$ cat config.mk
export PLATFORM = sky130hd
export DESIGN_NAME = sm_serial_sub
export DESIGN_NICKNAME = d
export VERILOG_FILES = /design/src/rtl/sm_pkg.sv /design/src/rtl/fac.sv /design/src/rtl/sm_serial_sub.sv
export SDC_FILE = /design/constraint.sdc
export NUM_CORES = 1
export LEC_CHECK = 0
export CORE_MARGIN = 1
export CORE_UTILIZATION = 30
export DETAILED_ROUTE_END_ITERATION = 10
export SYNTH_ARGS = -nofsm -noshare
export SYNTH_HDL_FRONTEND = slang
export SYNTH_SLANG_ARGS = --single-unit
$ cat constraint.sdc
create_clock -name clk -period 2.9 [get_ports clk]
set_input_delay 0.29 -clock clk [delete_from_list [all_inputs] [get_ports clk]]
set_output_delay 0.29 -clock clk [all_outputs]
set_load 0.005 [all_outputs]
$ cat src/rtl/sm_pkg.sv
// rtl/sm_pkg.sv - shared types and sign-magnitude/two's-complement helpers
package sm_pkg;

  typedef enum logic [1:0] {IDLE, SHIFT, DONE} state_t;

  localparam int SM_WIDTH = 8;

  function automatic logic [63:0] sm_mask(input int w);
    return (64'd1 << w) - 64'd1;
  endfunction

  // -0 maps to +0 because the magnitude test comes before negation
  function automatic logic [63:0] sm_to_c2(input logic [63:0] v, input int w);
    logic [63:0] mag;
    logic        sgn;
    mag = v & sm_mask(w - 1);
    sgn = ((v >> (w - 1)) & 64'd1) != 64'd0;
    if (sgn && mag != 64'd0)
      return (~mag + 64'd1) & sm_mask(w);
    return mag;
  endfunction

  // the most-negative code has no magnitude, so it passes through as 100..0
  function automatic logic [63:0] c2_to_sm(input logic [63:0] v, input int w);
    logic [63:0] m;
    logic [63:0] top;
    logic [63:0] val;
    logic [63:0] neg;
    m   = sm_mask(w);
    top = 64'd1 << (w - 1);
    val = v & m;
    neg = (~val + 64'd1) & m;
    if ((val & top) == 64'd0)
      return val;
    if (neg == top)
      return val;
    return top | neg;
  endfunction

endpackage

$ cat src/rtl/fac.sv
// rtl/fac.sv - single-bit full-adder cell
module fac (
  input  logic a,
  input  logic b,
  input  logic ci,
  output logic s,
  output logic co
);

  assign s  = a ^ b ^ ci;
  assign co = (a & b) | (ci & (a ^ b));

endmodule

$ cat src/rtl/sm_serial_sub.sv
// rtl/sm_serial_sub.sv - bit-serial sign-magnitude subtractor z = x - y
module sm_serial_sub
  import sm_pkg::*;
#(
  parameter int WIDTH = SM_WIDTH
) (
  input  logic             clk,
  input  logic             rst,
  input  logic             start,
  input  logic [WIDTH-1:0] x,
  input  logic [WIDTH-1:0] y,
  output logic             busy,
  output logic             done,
  output logic [WIDTH-1:0] z,
  output logic             c_out,
  output logic             ovr
);

  localparam int CW = (WIDTH > 1) ? $clog2(WIDTH) : 1;
  localparam logic [WIDTH-1:0] MOST_NEG = {1'b1, {(WIDTH-1){1'b0}}};

  state_t           state;
  logic [WIDTH-1:0] xa;
  logic [WIDTH-1:0] yb;
  logic [WIDTH-1:0] res;
  logic [CW-1:0]    cnt;
  logic             carry;
  logic             x_msb;
  logic             y_msb;
  logic [WIDTH-1:0] x_c2;
  logic [WIDTH-1:0] y_c2;
  logic             sum;
  logic             co;

  assign x_c2 = WIDTH'(sm_to_c2(64'(x), WIDTH));
  assign y_c2 = WIDTH'(sm_to_c2(64'(y), WIDTH));

  fac u_fac (
    .a  (xa[0]),
    .b  (yb[0]),
    .ci (carry),
    .s  (sum),
    .co (co)
  );

  always_ff @(posedge clk or posedge rst) begin
    if (rst) begin
      state <= IDLE;
      xa    <= '0;
      yb    <= '0;
      res   <= '0;
      cnt   <= '0;
      carry <= 1'b0;
      x_msb <= 1'b0;
      y_msb <= 1'b0;
      busy  <= 1'b0;
      done  <= 1'b0;
      z     <= '0;
      c_out <= 1'b0;
      ovr   <= 1'b0;
    end else begin
      done <= 1'b0;
      case (state)
        IDLE: begin
          if (start) begin
            xa    <= x_c2;
            yb    <= ~y_c2;
            x_msb <= x_c2[WIDTH-1];
            y_msb <= y_c2[WIDTH-1];
            carry <= 1'b1;
            cnt   <= '0;
            busy  <= 1'b1;
            state <= SHIFT;
          end
        end
        SHIFT: begin
          res   <= {sum, res[WIDTH-1:1]};
          xa    <= xa >> 1;
          yb    <= yb >> 1;
          carry <= co;
          cnt   <= cnt + CW'(1);
          if (cnt == CW'(WIDTH - 1)) begin
            busy  <= 1'b0;
            state <= DONE;
          end
        end
        DONE: begin
          // x - y overflows when the two's-complement operands differ in sign
          // and the result sign departs from the minuend's
          z     <= WIDTH'(c2_to_sm(64'(res), WIDTH));
          ovr   <= ((x_msb != y_msb) && (res[WIDTH-1] != x_msb)) || (res == MOST_NEG);
          c_out <= carry;
          done  <= 1'b1;
          state <= IDLE;
        end
        default: state <= IDLE;
      endcase
    end
  end

endmodule

Word level (Yosys, flattened, before mapping)
Cells that the tools add are included.

word-level totals
  bits in registers = 44
  word-level logic and storage cells = 77

cells by class
  reductions and logical operators = 13
  eq/ne operators = 9
  muxes and demuxes = 29
  add/subtract/negate cells = 4
  bitwise gates (word level) = 9

operator list
  kind                                           number
  nonzero test 64 bit                            2
  two-way mux 8 bit                              10
  logical NOT 64 bit                             1
  one-hot mux 8 bit (2 select lines)             2
  adder 8 x 1 -> 8 bit, second input constant    3
  == test 8 bit, second input constant           2
  NOT 7 -> 8 bit                                 2
  NOT 8 bit                                      2
  two-way mux 1 bit                              10
  one-hot mux 3 bit (2 select lines)             1
  AND reduction 2 bit                            3
  two-way mux 2 bit                              2
  != test 2 bit, second input constant           2
  one-hot mux 1 bit (2 select lines)             2
  one-hot mux 2 bit (2 select lines)             1
  adder 3 x 1 -> 3 bit, second input constant    1
  == test 3 bit, second input constant           1
  logical AND 1 bit                              3
  two-way mux 3 bit                              1
  AND reduction 3 bit                            1
  bitwise AND 1 bit                              2
  == test 2 x 1 -> 1 bit, second input constant  1
  == test 2 bit, second input constant           1
  logical NOT 2 bit                              1
  5 further kinds                                7

Longest topological paths before layout
Gate-level depths: netlist (run 1).

  depth after elaboration = 8
  mapped depth = 7
  mapped depth without buffers = 6

Cells and area by module
From an unflattened synthesis (run 1), not the netlist that was laid out.

unflattened totals
  cells, all modules = 231
  area, all modules = 2204.6 um^2

by module, submodules not included
  module         area an instance (um^2)  instances  seq. area each (um^2)  cells an instance
  sm_serial_sub  2184.6                   1          1101.1                 230
  fac            20.0                     1          0.0                    1

Least setup slack after synthesis (run 1)
No wires, ideal clock.

  path type = reg2reg
  start = register res[1]
  end = register z[1]
  data required time = 2.779 ns
  setup slack = 1.201 ns
  path buffers = 0
  cell stages (with the launch flop) = 7
  arrival time = 1.578 ns
  clock period less this slack = 1.699 ns
  cell sequence = dfrtp_1 -> inv_1 -> ha_1 -> nand2b_2 -> or4_1 -> o311a_1 -> o22a_1

on the way
  cells in the longest elaborated chain, start to end = 8
  elaborated cells between the ends (all ways) = 10

ends and longest elaborated chain
  element                         line                 RTL
  start, declared                 sm_serial_sub.sv:25  logic [WIDTH-1:0] res;
  start signal, assigned          sm_serial_sub.sv:77  res <= {sum, res[WIDTH-1:1]};
  NOT 8 bit                       sm_pkg.sv:32         neg = (~val + 64'd1) & m;
  adder 8 x 1 -> 8 bit            sm_pkg.sv:32
  == test 8 bit                   sm_pkg.sv:35         if (neg == top)
  two-way mux 1 bit (2 in a row)  sm_pkg.sv:35
  two-way mux 1 bit               sm_serial_sub.sv:63  case (state)
  two-way mux 8 bit               sm_pkg.sv:37         return top | neg;
  two-way mux 8 bit (*)           sm_pkg.sv:35
  end signal, assigned            sm_serial_sub.sv:90  z <= WIDTH'(c2_to_sm(64'(res), WIDTH));
  end, declared                   sm_serial_sub.sv:14  output logic [WIDTH-1:0] z,

Every way passes the cells marked *; elsewhere a longest branch is shown, timed or not. The select of a mux whose other input is x is not followed.
A chain may end at the register's enable or synchronous reset.

Worst setup path after layout (run 1)
Ends and elaborated chain as after synthesis.

==> results of run 1 <==
-- worst max path at each step --
stage	from	end	slack, ps
global route	res[1]$_DFFE_PP0P_	z[1]$_DFFE_PP0P_	960
CTS	res[1]$_DFFE_PP0P_	z[1]$_DFFE_PP0P_	1030
global placement	x[2]	x_msb$_DFFE_PP0P_	860
floorplan	res[1]$_DFFE_PP0P_	z[1]$_DFFE_PP0P_	1200
detailed placement	x[2]	x_msb$_DFFE_PP0P_	840
finish	res[1]$_DFFE_PP0P_	z[1]$_DFFE_PP0P_	1050
-- layout by cell type, fill, tap and decap left out, types with 4 or more instances in the layout --
master	count
dfrtp_1	44
nand2_1	42
o21ai_0	31
clkdlybuf4s50_1	30
inv_1	14
a22oi_1	11
a21oi_1	9
nor2_1	8
xor2_1	6
xnor2_1	6
clkbuf_8	6
nor2b_1	5
ha_1	5
nand2b_1	4
-- per-layer routing --
layer / part of all wire, % / vias up / global-route usage, % / routed length, um
li1: - / 870 / - / -
met1: 51 / 794 / 17.3 / 2230
met2: 44 / 36 / 19.2 / 1950
met3: 3.8 / 8 / 2.83 / 169
met4: 1.3 / 0 / 4.02 / 59
met5: 0 / - / 0 / 0
-- cells by family (layout without fill, tap and decap cells) --
family | count (synthesis) | in the layout | share of synthesized area [%]
AO/OA/AOI/OAI | 73 | 73 | 20.8
AND/OR/NAND/NOR | 72 | 72 | 15.3
flip-flops | 44 | 44 | 49.6
buffers and inverters | 25 | 54 | 4.46
XOR/XNOR | 12 | 12 | 4.74
adder cells (fa/ha/maj) | 6 | 6 | 3.72
multiplexers | 3 | 3 | 1.41
-- flip-flops by register name (all words and copies together) (netlist names), 2 cells and up --
name   cells
res        8
state      2
cnt        3
yb         8
xa         8
z          8
-- power by group --
part           total, mW  internal, mW  switching [mW]
logic              0.909         0.473           0.436
clock network      0.409         0.193           0.216
registers           1.10         0.879           0.221
total               2.42          1.55           0.873
-- metrics by stage --
step	instances	utilization [%]	instance area, um^2	power [mW]	hold WS [ps]
4_1_cts	360	38.7	2710	2.45	452
3_5_place_dp	352	37.3	2610	2.04	469
5_1_grt	360	38.7	2710	2.63	501
3_3_place_gp	352	37.3	2610	2.01	458
2_1_floorplan	235	-	2220	1.69	447
6_report	360	38.7	2710	2.42	424
-- layout make-up --
type | instances | share of cell area [%]
clock buffer | 6 | 3.05
sequential | 44 | 40.7
multi-input combinational | 166 | 37.7
clock inverter | 2 | 0.555
tap | 96 | 4.44
timing repair buffer | 32 | 11.7
inverter | 14 | 1.94
-- worst register-to-register path, delay by kind of cell (launching register included) --
kind	cells	cell delay, ps
AND/OR/NAND/NOR	2	510
adder cells (fa/ha/maj)	1	200
AO/OA/AOI/OAI	2	540
flip-flops	1	380
buffers and inverters	1	110
==> results.md, run 1 <==
* Initial antenna violation count at 0
* Most frequent cells after synthesis: dfrtp_1, nand2_1, o21ai_0, inv_1, a22oi_1
* Main flop type after synthesis: dfrtp_1
* Yosys top cell area share at 49.6%
* Post-CTS Setup Repair Bufs at 0
* RSZ-0062 raised after global routing: false
* Gp weighted congestion at 0.861
* Num CTS Buffers at 5
* Peak Freq at roughly 540 MHz
* Number of global-route vias before repair at ~1.6k
* Final setup fails at 0
* Leakage dissipation at ~1.2 nW
* Post-Route WL at around 4400 um
* Final min period at around 1800 ps
* First-pass GRT wire length at between 7000 and 8000 um
* Sink Count at 44
* Crit. End Element: flop
* Post-CTS sizing at 0
* Worst path max stage delay at around 430 ps
* Worst Path Buf+Inv at 1
* GRT Util Overall at 12.4%
* Worst hold path type: in2async
* CTS tree: built
* Largest net degree at the start of global routing at between 40 and 50
* Post-DP HPWL at between 3000 and 4000 um
* Worst Tran Pin Value at roughly 620 ps
* Worst path slowest cell: or4_1
* Final net count at 288
* Number of enable flip-flop cells after synthesis at 0
* Overflow after GRT at 0
* R2r endpoint: z[1]$_DFFE_PP0P_
* Post-Synthesis Cells at 235
* TritonRoute pass-1 iters at 4
* Slew Viols, Final at 0
* Fraction of layout cells with a size suffix above 1 at between 5 and 6%
* CP max FO at 4
* Critical path data arrival time at around 2000 ps
* # hold bufs at CTS at 0
* Setup TNS at 0 ps
* R2r worst-path depth at 6
* Buffers on Ports at 30
* Synth area leader: dfrtp_1
* Seq/Total Area, Yosys at 49.6%
* Synth top area cells: dfrtp_1, nand2_1, o21ai_0
* Ys async rst share at 100%
* Worst-path clk slew at approximately 90 ps
* Ys Warns at 0
* DR DRC count at 0
* Unique cell type count in the Yosys netlist at 40
* Via-to-Cell Ratio at ~4.7
* Top-count cell post-synth: dfrtp_1
* Worst Skew at 7.75 ps
* Worst r2r src: res[1]$_DFFE_PP0P_
* Synth Register Bits at 44
* Worst skew pair latency at approximately 300 ps
* Boundary Pins at 31
* Layout area overhead at 21.9%
* H-tree depth at 2
* Required time worst endpoint at between 3000 and 4000 ps
* Die Y at approximately 90 um
* Post-Syn Area at about 2200 um^2
* Worst VDD drop at a little under 0.3 mV
* Delay-heaviest family, CP: compound AO/OA/AOI/OAI gates
* Fill cell count at between 700 and 800
* Multi-input gate area at ~1000 um^2
* Clock Tree Buf Depth at 2
* WL/cell at 12.3 um
* Post-route ant nets at 0
* Diodes inserted at 0
* Worst setup SP type: flop
* Core Rows at 30
* Root Buffer: clkbuf_8
* R2R Setup Slk at 1050 ps
* DP Worst Slack at roughly 840 ps
* Mean Syn Cell Area at between 9 and 10 um^2
* Max_cap viols at 0
* Max-slew headroom at 58.2%
* Synth Net Count at between 200 and 300
* Final worst path period share at about 64%
* PnR worst setup slack at about 1100 ps
* Initial core utilization at 31.8%
* Pwr dens at ~900 nW/um^2
* Worst path depth at 6
* Setup CP Type: reg2reg
* Cell Chain, Critical Path: inv_1, ha_1, nand2b_2, or4_1, o311a_1, o22a_1
* Status: finished, final reports clean
* Starting DRT DRC Count at roughly 110
* DIE AREA at approximately 7700 um^2
* Area of the core at 6980 um^2
* Sequential cell area at 1100 um^2
* Final Hold Vio Count at 0
* Die W at around 88 um
* Total number of vias at approximately 1.7k
No activity file was read; power rests on OpenSTA's default activity.
==> run 2: changes to the inputs <==
- clock period: 2.9 -> 1.5 ns (I/O delays scaled with it)
==> run 2 against run 1 <==
Compared with the run above: the run now ends with setup timing left; clock-buffer cell count stayed put; largest cell class unchanged; die area unchanged; power increased by 120%; critical path type unchanged; core utilization rose by 5.5 points; flip-flop and latch count unchanged; critical path depth decreased by 1; largest power group is now combinational cells.
==> results.md, run 2 (same netlist as run 1, synthesis figures left out) <==
* Num CTS Buffers at 5 (unchanged)
* Required time worst endpoint at 1690 ps (-1410 ps)
* Root Buffer: clkbuf_8
* Worst setup SP type: flop
* Cell area after layout at 3090 um^2 (+14%)
* Crit. End Element: flop
* Util after Layout at 44.2% (+5.5 points)
* Cell Area, Placed at 2930 um^2 (+12%)
* Peak Freq at 571 MHz (+5.6%)
* DP Worst Slack at -298 ps (-1140 ps)
* Met3 usage at 3.68% (+0.85 points)
* Worst Skew at 11.9 ps (+4.17 ps)
* H-tree depth at 2 (unchanged)
* Worst VDD drop at 0.499 mV (+73%)
* Violated checks: setup timing
* Switching power at 1.83 mW (+110%)
* Post-route ant nets at 0 (unchanged)
* Switching part of the total at 35.0% (-1.1 points)
* Pwr dens at 1690 nW/um^2 (+89%)
* Final min period at 1750 ps (-98.6 ps)
* CTS tree: built
* Setup CP Type: reg2reg
* Leakage dissipation at 1.41 nW (+19%)
* Area of the core at 6980 um^2 (unchanged)
* Final net count at 330 (+15%)
* Overflow after GRT at 0 (unchanged)
* Final setup fails at 3 (+3)
* Core Rows at 30 (unchanged)
* Worst-path clk slew at 80 ps (about the same)
* Gp weighted congestion at 0.874 (+1.5%)
* Die W at 88.0 um (unchanged)
* Clk network pwr share at 14.7% (-2.2 points)
* Status: finished with violations
* Most frequent cells in the layout: dfrtp_1, nand2_1, buf_4, clkdlybuf4s50_1, o21ai_0
* Boundary Pins at 31 (unchanged)
* Gr busiest metal: met2
* Worst path slowest cell: dfrtp_1
* Final Hold Vio Count at 0 (unchanged)
* Layout area overhead at 39.3%
* Worst Tran Pin Value at 418 ps (-204 ps)
* DR DRC count at 0 (unchanged)
* Met1 usage at 17.8% (+0.50 points)
* Initial antenna violation count at 0 (unchanged)
* Cell Chain, Critical Path: buf_6, or3_4, or3_1, o311a_1, o22a_1
* TritonRoute pass-1 iters at 4 (unchanged)
* Largest net degree at the start of global routing at 45 (unchanged)
* Delay-heaviest family, CP: simple AND/OR/NAND/NOR gates
* Initial core utilization at 31.8% (unchanged)
* Number of global-route vias before repair at 1848 (+15%)
* Register share of total power at 39.7% (-5.8 points)
* Buffers on Ports at 30 (unchanged)
* Starting DRT DRC Count at 65 (-41%)
* Worst Path Buf+Inv at 1 (unchanged)
* Combinational share of power at 45.5% (+7.9 points)
* Post-Route WL at 4930 um (+12%)
* PnR worst setup slack at -251 ps (-1300 ps)
* GRT Util Overall at 14.2% (+1.8 points)
* Via-to-Cell Ratio at 4.68 (-1.3%)
* Int Pwr at 3.39 mW (+120%)
* Total number of vias at 1883 (+10%)
* Post-DP HPWL at 3620 um (+14%)
* Critical path data arrival time at 1940 ps (-110 ps)
* Clock Tree Buf Depth at 2 (unchanged)
* Routing usage on met2 at 24.5% (+5.3 points)
* Max-slew headroom at 71.9% (+14 points)
* Worst hold path type: in2async
* Sink Count at 44 (unchanged)
* CP max FO at 2 (-2)
* RSZ-0062 raised after global routing: true
* Fraction of layout cells with a size suffix above 1 at 21.6% (+16 points)
* First-pass GRT wire length at 8520 um (+15%)
* Final worst path period share at 117% (+53 points)
* Max_cap viols at 0 (unchanged)
* DIE AREA at 7740 um^2 (unchanged)
* Worst path max stage delay at 410 ps (-20 ps)
* Most common cell after layout, fill and taps aside: dfrtp_1
* Die Y at 88.0 um (unchanged)
* Worst skew pair latency at 300 ps (about the same)
* # hold bufs at CTS at 0 (unchanged)
* Slew Viols, Final at 0 (unchanged)
* WL/cell at 12.3 um (about the same)
* Diodes inserted at 0 (unchanged)
[run 2: layer usage]
layer | vias to the layer above | wire length (um)
li1 | 961 | -
met1 | 883 | 2310
met2 | 32 | 2400
met3 | 7 | 169
met4 | 0 | 50
met5 | - | 0
[run 2: worst reg2reg max path, stage by stage (launching register included)]
cell and delay (ps):
dfrtp_1 410, buf_6 120, or3_4 320, or3_1 310, o311a_1 330, o22a_1 150
[run 2: what timing repair did]
item	in CTS	in global routing
setup endpoints to repair	3	5
hold endpoints to repair	0	0
pin swaps	3	8
resized for setup	5	12
buffers inserted	0	1
[run 2: per-stage QoR]
step | hold slack [ps] | instances | TNS, ps | total power, mW
6_report | 212 | 402 | -441 | 5.22
2_1_floorplan | 309 | 235 | -196 | 3.27
5_1_grt | 227 | 402 | -796 | 5.70
3_3_place_gp | 461 | 393 | -2380 | 4.23
4_1_cts | 221 | 401 | -356 | 5.13
3_5_place_dp | 463 | 393 | -2910 | 4.29
[run 2: layout make-up]
type / instances / area [um^2]
fill: 713 / 3890
tap: 96 / 120
multi-input combinational: 166 / 1070
timing repair buffer: 74 / 654
inverter: 14 / 52.6
clock buffer: 6 / 82.6
clock inverter: 2 / 10.0
sequential: 44 / 1100
[run 2: power groups by stage]
stage	clock network (mW)	registers, mW	logic [mW]
6_report	0.769	2.07	2.38
3_5_place_dp	0	2.08	2.21
4_1_cts	0.793	2.07	2.27
3_3_place_gp	0	2.07	2.16
2_1_floorplan	0	2.00	1.27
5_1_grt	0.858	2.14	2.70
[run 2: path summary, 6_finish.rpt]
| kind | from | end | slack, ps | depth (start not counted) |
|---|---|---|---|---|
| setup / recovery | res[0]$_DFFE_PP0P_ | z[1]$_DFFE_PP0P_ | -250 | 5 |
| hold / removal | rst | ovr$_DFFE_PP0P_ | 210 | 3 |
| setup reg to reg | res[0]$_DFFE_PP0P_ | z[1]$_DFFE_PP0P_ | -250 | 5 |
| hold reg to reg | c_out$_DFFE_PP0P_ | c_out$_DFFE_PP0P_ | 480 | 2 |
| max in group asynchronous | rst | y_msb$_DFFE_PP0P_ | 1080 | 3 |
| min in group clk | c_out$_DFFE_PP0P_ | c_out$_DFFE_PP0P_ | 480 | 2 |
==> run 3: changes to the inputs <==
- CORE_MARGIN: 1 -> default
- CORE_UTILIZATION: 30 -> 49
- PLACE_DENSITY: default -> 0.76
==> run 3 against run 2 <==
Compared with the run above: die area is 38% lower; wire length is 2.5% higher; clock skew is 2.0 ps lower; highest routed layer unchanged; non-clock buffer count is 2 higher; critical path depth stayed put; cell area is 0.12% lower; the run still ends with setup timing left; largest power group unchanged; final cell count is 10% lower; global-route usage is 8.9 points higher; critical path type unchanged.
==> results.md, run 3 (same netlist as run 1, synthesis figures left out) <==
* Status: finished with violations
* Violated checks: setup timing
* Max_cap viols at 0 (unchanged)
* Worst hold path type: in2async
* Cell Area, Placed at 2880 um^2 (-1.6%)
* Via-to-Cell Ratio at 5.49 (+17%)
* Number of global-route vias before repair at 1914 (+3.6%)
* WL/cell at 14.0 um (+14%)
* Switching power at 1.94 mW (+6.0%)
* GRT Util Overall at 23.1% (+8.9 points)
* Gp weighted congestion at 0.815 (-6.8%)
* Combinational share of power at 44.8% (-0.7 points)
* First-pass GRT wire length at 8890 um (+4.3%)
* Core Rows at 24 (-20%)
* Critical path data arrival time at 1960 ps (+20 ps)
* Buffers on Ports at 30 (unchanged)
* Setup CP Type: reg2reg
* Cell Chain, Critical Path: buf_4, or3_4, or3_1, o311a_1, o22a_1
* Starting DRT DRC Count at 145 (+120%)
* PnR worst setup slack at -265 ps (-14.2 ps)
* Worst path depth at 5 (unchanged)
* Final setup fails at 4 (+1)
* Final worst path period share at 118% (+0.95 points)
* Final Hold Vio Count at 0 (unchanged)
* Die Y at 69.3 um (-21%)
* Initial core utilization at 50.9% (+19 points)
* H-tree depth at 2 (unchanged)
* CTS tree: built
* Crit. End Element: flop
* CP max FO at 2 (unchanged)
* Most common cell after layout, fill and taps aside: dfrtp_1
* Worst setup SP type: flop
* Fraction of layout cells with a size suffix above 1 at 22.7% (+1.2 points)
* Fill cell count at 341 (-52%)
* Worst hold slack at 218 ps (+5.48 ps)
* Switching part of the total at 35.5% (+0.46 points)
* TritonRoute pass-1 iters at 4 (unchanged)
* Clock Tree Buf Depth at 2 (unchanged)
* RSZ-0062 raised after global routing: true
* Root Buffer: clkbuf_8
* Area of the core at 4350 um^2 (-38%)
* Boundary Pins at 31 (unchanged)
* Worst r2r src: res[0]$_DFFE_PP0P_
* Final non-filler cell total at 360 (-10%)
* Register share of total power at 38.0% (-1.7 points)
* R2r endpoint: z[1]$_DFFE_PP0P_
* Worst skew pair latency at 310 ps (about the same)
* Most frequent cells in the layout: dfrtp_1, buf_4, nand2_1, clkdlybuf4s50_1, o21ai_0
* Util after Layout at 70.9% (+27 points)
* Placed insts at 350 (-11%)
* DIE AREA at 4800 um^2 (-38%)
* Post-route ant nets at 0 (unchanged)
* Worst-path clk slew at 90 ps (about the same)
* Slew Viols, Final at 0 (unchanged)
* Final min period at 1760 ps (+14.2 ps)
* Cell area after layout at 3090 um^2 (-0.12%)
* Total number of vias at 1975 (+4.9%)
* R2R Setup Slk at -260 ps (about the same)
* Die W at 69.3 um (-21%)
* Worst Path Buf+Inv at 1 (unchanged)
* Final net count at 332 (+0.61%)
* # hold bufs at CTS at 0 (unchanged)
* Setup TNS at -566 ps (-125 ps)
* Overflow after GRT at 0 (unchanged)
* Delay-heaviest family, CP: simple AND/OR/NAND/NOR gates
* Worst VDD drop at 0.779 mV (+56%)
* Worst path slowest cell: dfrtp_1
* Num CTS Buffers at 5 (unchanged)
* Int Pwr at 3.52 mW (+3.8%)
* Required time worst endpoint at 1700 ps (about the same)
* Initial antenna violation count at 0 (unchanged)
* Peak Freq at 567 MHz (-0.80%)
* Leakage dissipation at 1.45 nW (+2.9%)
* Max-slew headroom at 75.2% (+3.3 points)
* Layout area overhead at 39.1%
* Sink Count at 44 (unchanged)
* Post-Route WL at 5050 um (+2.5%)
* Worst Skew at 9.90 ps (-2.02 ps)
* Pwr dens at 1770 nW/um^2 (+4.7%)
* Post-DP HPWL at 3580 um (-0.97%)
* DR DRC count at 0 (unchanged)
* Diodes inserted at 0 (unchanged)
* Worst path max stage delay at 400 ps (about the same)
* Worst Tran Pin Value at 367 ps (-50.6 ps)
* Clk network pwr share at 17.2% (+2.5 points)
* Largest net degree at the start of global routing at 45 (unchanged)
* R2r worst-path depth at 5 (unchanged)
-- run 3: changes by cell type in the layout (fill, tap and decap cells not counted), moves of 2 or more --
cell,previous run,this run
buf_4,40,43
clkinv_2,2,0
clkinv_4,0,2
dlymetal6s2s_1,0,2
clkdlybuf4s50_1,30,28
-- run 3: worst reg2reg max path: cells and delay by family (launching register included) --
| family | cells | cell delay, ps |
|---|---|---|
| DFF | 1 | 400 |
| and+or+nand+nor | 2 | 650 |
| AOI/OAI and AO/OA | 2 | 470 |
| buffers and inverters | 1 | 140 |
-- run 3: how the worst max path moves through the flow --
| stage | from | endpoint | slack [ps] |
|---|---|---|---|
| 6_report | res[0]$_DFFE_PP0P_ | z[1]$_DFFE_PP0P_ | -260 |
| 4_1_cts | res[0]$_DFFE_PP0P_ | z[1]$_DFFE_PP0P_ | -260 |
| 3_5_place_dp | x[1] | xa[1]$_DFFE_PP0P_ | -320 |
| 3_3_place_gp | y[0] | yb[1]$_DFFE_PP0P_ | -230 |
| 2_1_floorplan | res[0]$_DFFE_PP0P_ | z[1]$_DFFE_PP0P_ | -200 |
| 5_1_grt | res[0]$_DFFE_PP0P_ | z[1]$_DFFE_PP0P_ | -330 |
-- run 3: per-layer routing --
| metal | vias up | GRT usage, % | routed length (um) |
|---|---|---|---|
| met4 | 0 | 9.07 | 99 |
| met2 | 58 | 38.0 | 2490 |
| met3 | 9 | 5.09 | 238 |
| met1 | 944 | 29.9 | 2230 |
| met5 | - | 0 | 0 |
| li1 | 964 | - | - |
-- run 3: per-stage QoR --
step,total power [mW],setup slack (ps)
final,5.46,-265
after global placement,4.18,-227
after detailed placement,4.28,-319
after global routing,5.87,-325
after floorplan,3.27,-196
after CTS,5.36,-263
-- run 3: final cells by class --
cell class,instances,area [um^2],share of cell area [%]
inverter,14,52.6,1.70
clock buffer,5,68.8,2.23
timing repair buffer,76,671,21.7
sequential,44,1100,35.7
clock inverter,3,47.5,1.54
multi-input combinational,166,1080,35.0
tap,52,65.1,2.11
-- run 3: power groups by stage --
| stage | registers [mW] | logic (mW) | clock network, mW |
|---|---|---|---|
| 3_5_place_dp | 2.08 | 2.20 | 0 |
| 2_1_floorplan | 2.00 | 1.27 | 0 |
| 3_3_place_gp | 2.06 | 2.12 | 0 |
| 6_report | 2.08 | 2.44 | 0.938 |
| 5_1_grt | 2.15 | 2.72 | 0.997 |
| 4_1_cts | 2.07 | 2.35 | 0.942 |
-- run 3: timing repair --
action                     4_1_cts  5_1_grt
setup buffers                    1        1
hold endpoints to repair         0        0
setup endpoints to repair        3       10
resized for setup                9       13
pin swaps                        2        7
